File: src/rtl/cmsdk_ahb_sram_arbiter_pkg.sv
// Shared definitions for the two-master SRAM arbiter.
//   - HTRANS encodings as seen on AHB-Lite
//   - data-phase owner encoding
//   - arbitration policy selectors for the PRIORITY parameter
package cmsdk_ahb_sram_arbiter_pkg;

    typedef enum logic [1:0] {
        HT_IDLE   = 2'b00,
        HT_BUSY   = 2'b01,
        HT_NONSEQ = 2'b10,
        HT_SEQ    = 2'b11
    } htrans_e;

    typedef enum logic [1:0] {
        OWN_NONE = 2'd0,
        OWN_M0   = 2'd1,
        OWN_M1   = 2'd2
    } owner_e;

    localparam int PRI_RR    = 0;  // round-robin between contending masters
    localparam int PRI_FIXED = 1;  // M0 always wins a contention

endpackage

File: src/rtl/cmsdk_ahb_arb_req_hold.sv
// Per-master request holding register.
// A live address phase that loses arbitration (or finds the slave busy) is
// captured here and replayed later; the master is stalled meanwhile, so at
// most one held request exists per master.
// Ports:
//   clk_i/rst_i      clock, async active-high reset
//   live_i           master presents a valid address phase this cycle
//   grant_i          this master owns the slave address slot this cycle
//   hready_i         slave HREADY (slot actually advances)
//   addr_i/size_i/write_i   live address-phase attributes
//   pend_valid_o     a held request is waiting
//   addr_o/size_o/write_o   attributes to issue: held copy if any, else live
module cmsdk_ahb_arb_req_hold
    import cmsdk_ahb_sram_arbiter_pkg::*;
#(
    parameter int AW = 16
) (
    input  logic          clk_i,
    input  logic          rst_i,
    input  logic          live_i,
    input  logic          grant_i,
    input  logic          hready_i,
    input  logic [AW-1:0] addr_i,
    input  logic [2:0]    size_i,
    input  logic          write_i,
    output logic          pend_valid_o,
    output logic [AW-1:0] addr_o,
    output logic [2:0]    size_o,
    output logic          write_o
);

    logic          pend_valid_q, pend_valid_d;
    logic [AW-1:0] addr_q, addr_d;
    logic [2:0]    size_q, size_d;
    logic          write_q, write_d;

    always_comb begin
        pend_valid_d = pend_valid_q;
        addr_d       = addr_q;
        size_d       = size_q;
        write_d      = write_q;
        if (pend_valid_q) begin
            // Held request leaves once it is actually placed on the slave.
            if (grant_i && hready_i) pend_valid_d = 1'b0;
        end else if (live_i && !grant_i) begin
            pend_valid_d = 1'b1;
            addr_d       = addr_i;
            size_d       = size_i;
            write_d      = write_i;
        end
    end

    always_ff @(posedge clk_i or posedge rst_i) begin
        if (rst_i) begin
            pend_valid_q <= 1'b0;
            addr_q       <= '0;
            size_q       <= '0;
            write_q      <= 1'b0;
        end else begin
            pend_valid_q <= pend_valid_d;
            addr_q       <= addr_d;
            size_q       <= size_d;
            write_q      <= write_d;
        end
    end

    assign pend_valid_o = pend_valid_q;
    assign addr_o       = pend_valid_q ? addr_q  : addr_i;
    assign size_o       = pend_valid_q ? size_q  : size_i;
    assign write_o      = pend_valid_q ? write_q : write_i;

endmodule

File: src/rtl/cmsdk_ahb_sram_arbiter.sv
// Two-master AHB-Lite arbiter in front of the SRAM slave.
// M0 (CPU) and M1 (DMA/debug) share one slave port. The losing address phase
// is held and replayed; the losing master is stalled through its HREADYOUT.
// Uncontended transfers pass straight through with no added wait state.
// Ports:
//   HCLK, HRESET                  clock, async active-high reset
//   HSELSx..HREADYSx              master x address/data phase inputs
//   HREADYOUTSx/HRDATASx/HRESPSx  responses to master x
//   HSELM..HREADYM, HMASTERM      request side to the slave
//   HREADYOUTM/HRDATAM/HRESPM     slave response
module cmsdk_ahb_sram_arbiter
    import cmsdk_ahb_sram_arbiter_pkg::*;
#(
    parameter int AW       = 16,
    parameter int PRIORITY = PRI_RR
) (
    input  logic          HCLK,
    input  logic          HRESET,
    input  logic          HSELS0,
    input  logic [AW-1:0] HADDRS0,
    input  logic [1:0]    HTRANSS0,
    input  logic [2:0]    HSIZES0,
    input  logic          HWRITES0,
    input  logic [31:0]   HWDATAS0,
    input  logic          HREADYS0,
    output logic          HREADYOUTS0,
    output logic [31:0]   HRDATAS0,
    output logic          HRESPS0,
    input  logic          HSELS1,
    input  logic [AW-1:0] HADDRS1,
    input  logic [1:0]    HTRANSS1,
    input  logic [2:0]    HSIZES1,
    input  logic          HWRITES1,
    input  logic [31:0]   HWDATAS1,
    input  logic          HREADYS1,
    output logic          HREADYOUTS1,
    output logic [31:0]   HRDATAS1,
    output logic          HRESPS1,
    output logic          HSELM,
    output logic [AW-1:0] HADDRM,
    output logic [1:0]    HTRANSM,
    output logic [2:0]    HSIZEM,
    output logic          HWRITEM,
    output logic [31:0]   HWDATAM,
    output logic          HREADYM,
    input  logic          HREADYOUTM,
    input  logic [31:0]   HRDATAM,
    input  logic          HRESPM,
    output logic          HMASTERM
);

    // BUSY is deliberately not a request: it is treated like IDLE.
    logic live0, live1;
    assign live0 = HSELS0 && HREADYS0 && (HTRANSS0 == HT_NONSEQ || HTRANSS0 == HT_SEQ);
    assign live1 = HSELS1 && HREADYS1 && (HTRANSS1 == HT_NONSEQ || HTRANSS1 == HT_SEQ);

    owner_e owner_q, owner_d;
    logic   last_q, last_d;   // master granted in the last contention (1 = M1)

    logic          pv0, pv1, req0, req1, slot_free, gnt0, gnt1;
    logic [AW-1:0] addr0, addr1;
    logic [2:0]    size0, size1;
    logic          wr0, wr1;

    cmsdk_ahb_arb_req_hold #(.AW(AW)) u_hold0 (
        .clk_i(HCLK), .rst_i(HRESET), .live_i(live0), .grant_i(gnt0), .hready_i(HREADYM),
        .addr_i(HADDRS0), .size_i(HSIZES0), .write_i(HWRITES0),
        .pend_valid_o(pv0), .addr_o(addr0), .size_o(size0), .write_o(wr0)
    );

    cmsdk_ahb_arb_req_hold #(.AW(AW)) u_hold1 (
        .clk_i(HCLK), .rst_i(HRESET), .live_i(live1), .grant_i(gnt1), .hready_i(HREADYM),
        .addr_i(HADDRS1), .size_i(HSIZES1), .write_i(HWRITES1),
        .pend_valid_o(pv1), .addr_o(addr1), .size_o(size1), .write_o(wr1)
    );

    assign req0      = live0 || pv0;
    assign req1      = live1 || pv1;
    // The address slot frees exactly when the slave is ready, which is also
    // the HREADY the slave must see, so the two are the same signal.
    assign slot_free = (owner_q == OWN_NONE) || HREADYOUTM;
    assign HREADYM   = slot_free;

    // Grants are gated by reset so the slave sees nothing while it is held.
    always_comb begin
        gnt1 = !HRESET && slot_free && req1 &&
               (!req0 || (PRIORITY == PRI_RR && !last_q));
        gnt0 = !HRESET && slot_free && req0 && !gnt1;
    end

    always_comb begin
        last_d  = last_q;
        owner_d = owner_q;
        if (PRIORITY == PRI_RR && slot_free && req0 && req1) last_d = gnt1;
        if (HREADYM) begin
            if (gnt0)      owner_d = OWN_M0;
            else if (gnt1) owner_d = OWN_M1;
            else           owner_d = OWN_NONE;
        end
    end

    always_ff @(posedge HCLK or posedge HRESET) begin
        if (HRESET) begin
            owner_q <= OWN_NONE;
            last_q  <= 1'b1;
        end else begin
            owner_q <= owner_d;
            last_q  <= last_d;
        end
    end

    // Every issued beat is a NONSEQ single; bursts are broken up.
    always_comb begin
        HSELM   = gnt0 || gnt1;
        HTRANSM = HSELM ? HT_NONSEQ : HT_IDLE;
        HMASTERM = gnt1;
        HADDRM  = '0;
        HSIZEM  = '0;
        HWRITEM = 1'b0;
        if (gnt0) begin
            HADDRM  = addr0;
            HSIZEM  = size0;
            HWRITEM = wr0;
        end else if (gnt1) begin
            HADDRM  = addr1;
            HSIZEM  = size1;
            HWRITEM = wr1;
        end
    end

    always_comb begin
        case (owner_q)
            OWN_M0:  HWDATAM = HWDATAS0;
            OWN_M1:  HWDATAM = HWDATAS1;
            default: HWDATAM = '0;
        endcase
    end

    // A master with a held request is in its data phase from its own point
    // of view, so it sees wait states until the replay reaches the slave.
    assign HREADYOUTS0 = (owner_q == OWN_M0) ? HREADYOUTM : !pv0;
    assign HREADYOUTS1 = (owner_q == OWN_M1) ? HREADYOUTM : !pv1;
    assign HRESPS0     = (owner_q == OWN_M0) && HRESPM;
    assign HRESPS1     = (owner_q == OWN_M1) && HRESPM;
    assign HRDATAS0    = HRDATAM;
    assign HRDATAS1    = HRDATAM;

endmodule

File: config.mk
export PLATFORM = sky130hd
export DESIGN_NAME = cmsdk_ahb_sram_arbiter
export DESIGN_NICKNAME = d
export VERILOG_FILES = /design/src/rtl/cmsdk_ahb_sram_arbiter_pkg.sv /design/src/rtl/cmsdk_ahb_arb_req_hold.sv /design/src/rtl/cmsdk_ahb_sram_arbiter.sv
export SDC_FILE = /design/constraint.sdc
export NUM_CORES = 1
export LEC_CHECK = 0
export BUFFER_PORTS_ARGS = -buffer_cell sky130_fd_sc_hd__buf_2
export CAP_MARGIN = 20
export CORE_AREA = 3 3 106 108
export DETAILED_ROUTE_END_ITERATION = 10
export DIE_AREA = 0 0 109 111
export PLACE_DENSITY_LB_ADDON = 0.2
export SKIP_LAST_GASP = 1
export SYNTH_ARGS = -nofsm -noshare
export SYNTH_HDL_FRONTEND = slang
export SYNTH_SLANG_ARGS = --single-unit
File: constraint.sdc
create_clock -name HCLK -period 2 [get_ports HCLK]
set_input_delay 0.4 -clock HCLK [delete_from_list [all_inputs] [get_ports HCLK]]
set_output_delay 0.4 -clock HCLK [all_outputs]
set_load 0.05 [all_outputs]
==> metrics <==
Clock Power Share 0.121; sw power 1820 uW; Seq/Total Area, Yosys 0.322; critical path peak fanout 8; Sw Share 0.388; Req. time, crit path 1.60 ns; Max Slew Vio Count 0; post-synthesis cell count 335; worst hold-check path type primary input to async pin; Rows 37; unrepaired setup endpoints after global routing yes; Post-Syn Area 3500 um^2; Avg WL per Cell 20.0 um; vias in the first global route 3312; CP startpoint kind flip-flop; Via Count 3014; nets@finish 622; met1 Use GR 0.237; later-pin clock latency in the skew report 0.30 ns; clk root buf clkbuf_8; max frequency 0.431 GHz; # DRC 0; commonest non-fill, non-tap cells in the layout buf_2 (114), buf_6 (54), dfrtp_1 (44), mux2i_1 (40), a22oi_2 (32); CTS buffer count 5; Initial Util 0.339; final hold vios 0; routability congestion estimate from global placement 0.754; Seq pwr share 0.303; clk slew on worst S/H paths 0.09 ns; failing checks setup timing; # IOs 273; Max-cap violations 0; Yosys reg bits 45; first-pass GRT wire length 18.5 mm; GRT overflow 0; Die Wd 109 um; synth unique cells 32; Final period util 1.16; Synthesis Warnings 0; Area growth, synth to finish 65.4%; min Tclk post-route 2.32 ns; Post-DP HPWL 9.07 mm; Gate power share 0.576; Power Density 811 nW/um^2; vias per inst 4.95; Placement Setup Slack -0.115 ns; crit path DAT 1.92 ns; PnR worst setup slack -0.322 ns; total track usage 0.199; Max IR drop VDD 0.478 mV; layer with the highest usage met2; number of port buffers 173; Clock Sinks 45; final setup violating endpoints 57; status finished, violations left; met2 Resource Use GR 0.318; share of cells above drive strength 1 0.784; initial antenna violation count 4; initial drt markers 89; H-tree levels 2; Worst Clk Skew 0.00737 ns; die area 12100 um^2; drt pass-1 iters 4; Leak 0.00237 uW; TritonCTS clock tree done; syn avg cell area 10.5 um^2; antenna viol nets, final 0; largest net degree at the start of global routing 33; CORE AREA 10300 um^2; Internal Power 2880 uW; Layout Utilization 0.561; Crit. End Element output port; final hold slack 0.190 ns; M3 GR Usage 0.0949; Setup Crit Path Kind flip-flop to output port; syn nets 486; commonest non-fill, non-tap cell in the layout buf_2; Chip Height 111 um; Pwr Total 4700 uW; Routed Wire Length 12.2 mm; Clock Tree Buf Depth 2
[critical path, stage by stage, from the launching register on]
cell and delay (ns):
dfrtp_1 0.41, inv_2 0.09, ha_4 0.14, o21ba_4 0.15
a21boi_4 0.21, nand2b_4 0.11, buf_12 0.17, o22ai_4 0.17
buf_6 0.18
[registers in the layout, indices dropped and copies added, names as in the netlist]
name                  count
u_hold1.write_q           1
u_hold0.pend_valid_o      1
u_hold1.addr_q           16
owner_q                   2
u_hold0.write_q           1
u_hold1.size_q            3
u_hold0.addr_q           16
last_q                    1
u_hold0.size_q            3
u_hold1.pend_valid_o      1
[cell families after synthesis]
kind of cell	after synthesis	synth area share
AO/OA/AOI/OAI	62	0.130
other	1	0.00107
buffers and inverters	97	0.188
multiplexers	82	0.270
flip-flops	45	0.322
AND/OR/NAND/NOR	45	0.0785
adder cells (fa/ha/maj)	3	0.0107
[what timing repair did]
item / 4_1_cts / 5_1_grt
buffers inserted: 5 / 3
cloned: 4 / 0
hold buffers: 0 / 0
setup endpoints to repair: 59 / 59
gates resized for setup: 166 / 15
pin swaps: 30 / 16
[worst paths after layout]
check	from	end	slack, ns	depth (start not counted)
max reg2reg	owner_q[0]	u_hold1.addr_q[10]	0.07	8
max	owner_q[0]	HADDRM[0]	-0.32	8
max in group asynchronous	HRESET	u_hold1.addr_q[9]	1.29	4
min reg2reg	u_hold0.size_q[1]	u_hold0.size_q[1]	0.51	1
min in group HCLK	HADDRS0[8]	u_hold0.addr_q[8]	0.34	2
min	HRESET	u_hold1.addr_q[7]	0.19	3
[layer usage]
layer,routed length (um),share of wire,vias to the layer above
met5,72,0.0059,-
met4,202,0.017,8
met3,1310,0.11,33
met2,5900,0.48,127
met1,4710,0.39,1447
li1,-,-,1399
[through the flow]
step / area (um^2) / TNS [ns] / std cells
2_1_floorplan: 4080 / -0.0208 / 335
3_3_place_gp: 4900 / -1.45 / 591
3_5_place_dp: 4900 / -1.98 / 591
4_1_cts: 5730 / -11.36 / 607
5_1_grt: 5800 / -19.15 / 609
6_report: 5800 / -15.03 / 609
[layout make-up]
class	instances	area, um^2
Fill cell	868	4530
Multi-Input combinational cell	193	2490
Timing Repair Buffer	220	1890
Sequential cell	45	1130
Tap cell	136	170
Clock buffer	6	72.6
Inverter	6	27.5
Clock inverter	2	10.0
Antenna cell	1	2.50
[cells in the mapped netlist, drive strengths merged]
cell type	n	area, um^2
nor3	3	25.0
a22oi	32	240
o21a	1	7.51
nor2	3	11.3
a21boi	2	18.8
buf	79	592
conb	1	3.75
or3	1	6.26
o21ai	2	10.0
nand3	2	10.0
a31oi	2	27.5
mux2	40	526
nor2b	32	200
ha	3	37.5
mux2i	42	420
nand2	1	3.75
o21ba	1	10.0
clkbuf	12	45.0
a21o	1	7.51
and2	2	12.5
inv	6	22.5
nand2b	1	6.26
dfstp	1	26.3
dfrtp	44	1100
a31o	1	8.76
o22ai	20	125
[power groups by stage]
stage | logic, uW | registers, uW | clock network [uW]
after CTS | 2700 | 1430 | 585
after detailed placement | 2310 | 1430 | 0
final | 2710 | 1430 | 567
after global routing | 2850 | 1470 | 625
after floorplan | 2080 | 1380 | 0
after global placement | 2270 | 1420 | 0
(Power assumes the default switching activity.)
